File: config.mk
export PLATFORM = sky130hd
export DESIGN_NAME = exp_pattern_gen
export DESIGN_NICKNAME = d
export VERILOG_FILES = /design/src/rtl/fifo_drain_pkg.sv /design/src/rtl/exp_pattern_gen.sv
export SDC_FILE = /design/constraint.sdc
export NUM_CORES = 1
export LEC_CHECK = 0
export ABC_AREA = 1
export ABC_CLOCK_PERIOD_IN_PS = 1300
export CAP_MARGIN = 20
export CORE_AREA = 8 8 45 47
export CTS_BUF_LIST = sky130_fd_sc_hd__clkbuf_4 sky130_fd_sc_hd__clkbuf_8
export DETAILED_ROUTE_END_ITERATION = 12
export DIE_AREA = 0 0 53 55
export HOLD_SLACK_MARGIN = 0.1
export PLACE_DENSITY = 0.63
export SLEW_MARGIN = 20
export SYNTH_ARGS = -nofsm -noshare
export SYNTH_HDL_FRONTEND = slang
export SYNTH_SLANG_ARGS = --single-unit
File: constraint.sdc
create_clock -name rd_clk -period 1.3 [get_ports rd_clk]
set_input_delay 0.26 -clock rd_clk [delete_from_list [all_inputs] [get_ports rd_clk]]
set_output_delay 0.26 -clock rd_clk [all_outputs]
set_load 0.02 [all_outputs]
File: src/rtl/fifo_drain_pkg.sv
// -----------------------------------------------------------------------------
// fifo_drain_pkg
// Shared definitions for the FIFO read-side drain checker.
//   state_t   : checker FSM states (IDLE, RUN, DONE)
//   DEF_SEED  : value of word index 0 in the stimulus ROM pattern
//   DEF_COUNT : words per run; the stimulus ROM uses the same constants so that
//               producer and checker agree on the pattern.
// -----------------------------------------------------------------------------
package fifo_drain_pkg;

  typedef enum logic [1:0] {
    IDLE = 2'd0,
    RUN  = 2'd1,
    DONE = 2'd2
  } state_t;

  localparam int DEF_SEED  = 10;
  localparam int DEF_COUNT = 128;

endpackage

File: src/rtl/exp_pattern_gen.sv
// -----------------------------------------------------------------------------
// exp_pattern_gen
// Expected-value register for the drain checker: value = index + SEED, wrapping
// modulo 2^WIDTH.
// Ports:
//   rd_clk  in  1      clock
//   reset   in  1      synchronous active-low reset (loads SEED)
//   load    in  1      reload SEED (run entry); wins over step
//   step    in  1      advance to the next expected word (one per pop)
//   exp_val out WIDTH  expected value of the word at the FIFO head
// -----------------------------------------------------------------------------
module exp_pattern_gen
  import fifo_drain_pkg::*;
#(
  parameter int WIDTH = 8,
  parameter int SEED  = DEF_SEED
) (
  input  logic             rd_clk,
  input  logic             reset,
  input  logic             load,
  input  logic             step,
  output logic [WIDTH-1:0] exp_val
);

  always_ff @(posedge rd_clk) begin
    if (!reset || load) begin
      exp_val <= WIDTH'(SEED);
    end else if (step) begin
      // Natural wrap of the WIDTH-bit add gives the modulo 2^WIDTH pattern.
      exp_val <= exp_val + 1'b1;
    end
  end

endmodule

Yosys cells after proc, flatten, opt, wreduce, memory -nomap -nowiden:

Cells that the tools add are included.

* $add $sub $neg: 1
* reductions and logical operators: 2

Operator list (count)
* adder 8 x 1 -> 8 bit (second input constant): 1
* zero test 1 bit: 1
* logical OR 1 bit: 1

* bits of input ports: 4
* output and inout port bits: 8
* logic and storage cells: 4
* register bits: 8

Longest topological paths before layout:

* depth in word-level cells: 2
* mapped depth: 6
* depth with buffers taken out: 6

Least setup slack after synthesis:

No wires, ideal clock.

* path kind: register to register
* from: register exp_val[0]
* to: register exp_val[6]
* setup slack: 0.149 ns
* path buffers: 0
* arrival time: 1.040 ns
* stages on the path, launching flop included: 7
* data required time: 1.188 ns
* cells stage by stage: dfxtp_1 -> ha_1 -> nand3_1 -> inv_1 -> nand3_1 -> nand2_1 -> nor2_1

* longest elaborated chain between the ends: 1

RTL lines
* start, declared: line exp_pattern_gen.sv:22 `output logic [WIDTH-1:0] exp_val`
* start signal, assigned: line exp_pattern_gen.sv:27 `exp_val <= WIDTH'(SEED);`
* start signal, assigned: line exp_pattern_gen.sv:30 `exp_val <= exp_val + 1'b1;`
* adder 8 x 1 -> 8 bit: line exp_pattern_gen.sv:30

No other way between the ends.
A chain may end at the register's enable or synchronous reset.

Final worst setup path:

* from: register exp_val[3]
* to: output port exp_val[3]

No word-level cell between the ends.

==> results.yml <==
clocking:
  clk_pin_slew_ns: 0.05
  clock-sinks: 8
  tritoncts: "built"
  clockBufferDepth: 2
  cts_max_level: 1
  clkLatencyLatePin_ns: 0.25
  cts_hold_buf: 0
  cts-buffers-inserted: 3
  ctsRootBufferMaster: "clkbuf_4"
pwr:
  p_int_mw: 0.379
  clkPwrFrac_pct: 39.3
  switching_share_pct: 22.9
  seqPwrFrac_pct: 50.9
  ir_drop_v: 0.000513
  leakagePower_nw: 0.254
  switching_power_mw: 0.112
  p_comb_share_pct: 9.8
  cellPowerDensity_mw_per_mm2: 929
floorplanning:
  num_io_pins: 12
  core_mm2: 0.00138
  row_count: 14
  dieWidth_um: 53
  fp.dieH_um: 55
  start_util_pct: 25.7
  fp.dieArea_mm2: 0.00292
placement:
  dp_hpwl_um: 630
  gp_congestion: 0.726
  pre_cts_slack_ns: -0.0170
  io_buffers: 11
finish:
  syn_to_final_growth_pct: 48.9
  diodes: 0
  fill_cells: 149
  layout-drive-gt1-share_pct: 14.9
  final_util_pct: 38.2
  largest_reg_flops: 8
  fin_nets: 74
  top_regs: "exp_val (8)"
  layout_commonest_cell: "dfxtp_1"
  regMostFlops: "exp_val"
synthesis:
  ys_ff_latch: 8
  synth_cells: 49
  ys_warn_count: 0
  synth.avg_cell_area_um2: 7.25
  synth_area_um2: 355
  synth_cell_type_count: 12
  syn-num-nets: 54
  yosysSeqAreaShare_pct: 45.1
  synth.top_cell.area_share_pct: 45.1
  synth_top_area_cell: "dfxtp_1"
  ys_top_cells_by_area: "dfxtp_1 (45%), a21oi_1 (9.9%), inv_1 (7.4%)"
global_routing:
  grt_usage_pct: 6.51
  grt_pass1_wl_mm: 1.35
  grt-ovfl-total: 0
  grt_max_degree: 7
  grt_pass1_vias: 345
  grt_antenna_before_repair: 0
worst_hold_path:
  min_from: "exp_val[4]"
  hold_class: "reg2reg"
route:
  drtIter0Drc: 8
  via_per_inst: 4.45
  drt-pass1-iter-count: 2
  vias: 369
  routed_wl_um: 804
  drc: 0
  wl_per_cell_um: 9.69
  drt.antenna.violating_nets: 0
sta:
  fmax_ghz: 0.814
  finalClockSkew_ns: 0.000694
  fin_ws_ns: 0.0711
  drv_slew: 0
  rsz0062_at_grt: "false"
  setup_violations: 0
  slew_headroom_pct: 85.7
  tightestPinTransition_ns: 0.215
  min_period_ns: 1.23
  finalHoldViolations: 0
  fin_crit_sh_pct: 94.5
setup_path:
  critPathCaptureType: "primary output"
  cp.arrival_ns: 0.97
  crit_path_cell_trace: "dlygate4sd2_1"
  cp-start-kind: "flop"
  setup.worst_path.start: "exp_val[3]"
  worstSetupPathType: "reg2out"
  cp_max_fo: 4
  reg2reg_from: "exp_val[0]"
  cpPeakStageDelay_ns: 0.37
  critPathTopFamily: "flip-flops"
  cp.required_ns: 1.04
  slowest_stage: "dfxtp_1"
  crit_buf_inv: 1
run_status:
  status: "completed"
job:
  drv_cap: 0
kinds of logic after synthesis:
group | count (synthesis) | share of synthesized area, %
AND/OR/NAND/NOR | 22 | 28.5
flip-flops | 8 | 45.1
adder cells (fa/ha/maj) | 1 | 3.52
buffers and inverters | 7 | 7.40
AO/OA/AOI/OAI | 11 | 15.5
path summary, 6_finish.rpt:
| kind | slack (ns) | depth (start not counted) | end |
|---|---|---|---|
| setup / recovery | 0.07 | 1 | exp_val[3] |
| hold / removal | 0.49 | 2 | exp_val[4] |
| setup reg to reg | 0.17 | 6 | exp_val[4] |
| hold reg to reg | 0.49 | 2 | exp_val[4] |
metal layers:
metal	track usage [%]	up-vias	wire [um]
li1	-	197	-
met3	2.67	4	30
met4	7.76	0	31
met1	6.56	160	363
met5	0	-	0
met2	9.38	8	378
power by group through the flow:
stage,Combinational (mW),Clock [mW],Sequential [mW]
final,0.0484,0.193,0.250
after global routing,0.0541,0.224,0.250
after CTS,0.0489,0.207,0.250
after detailed placement,0.0508,0,0.256
after global placement,0.0500,0,0.256
after floorplan,0.0151,0,0.261
metrics by stage:
step                      setup TNS, ns  cell area [um2]  hold slack (ns)  total power, mW  std cells
final                                 0              529            0.494            0.492         83
after global placement          -0.0276              515            0.484            0.305         80
after detailed placement        -0.0438              515            0.487            0.307         80
after global routing                  0              529            0.516            0.528         83
after floorplan                       0              355            0.349            0.276         49
after CTS                             0              528            0.495            0.506         83
cells in the mapped netlist:
cell     n
a21oi_1  7
o21ai_0  4
nor2_1   7
nor3_1   1
nor2_4   1
nand3_1  4
nor2_2   1
ha_1     1
inv_1    7
nand2_1  7
dfxtp_1  8
nand2_2  1
layout make-up:
cell class | instances | area, um2 | share of cell area (%)
inverters | 7 | 26.3 | 4.96
multi-input cells | 34 | 169 | 31.9
clock buffers | 3 | 22.5 | 4.26
repair buffers | 15 | 131 | 24.8
flip-flops and latches | 8 | 160 | 30.3
well taps | 16 | 20.0 | 3.78
timing repair:
item | 4_1_cts | 5_1_grt
gates cloned | 0 | 0
resized for setup | 8 | 1
setup buffers | 0 | 0
endpoints found under the setup margin | 8 | 1
Note: power is estimated with default switching activity, not from simulation.
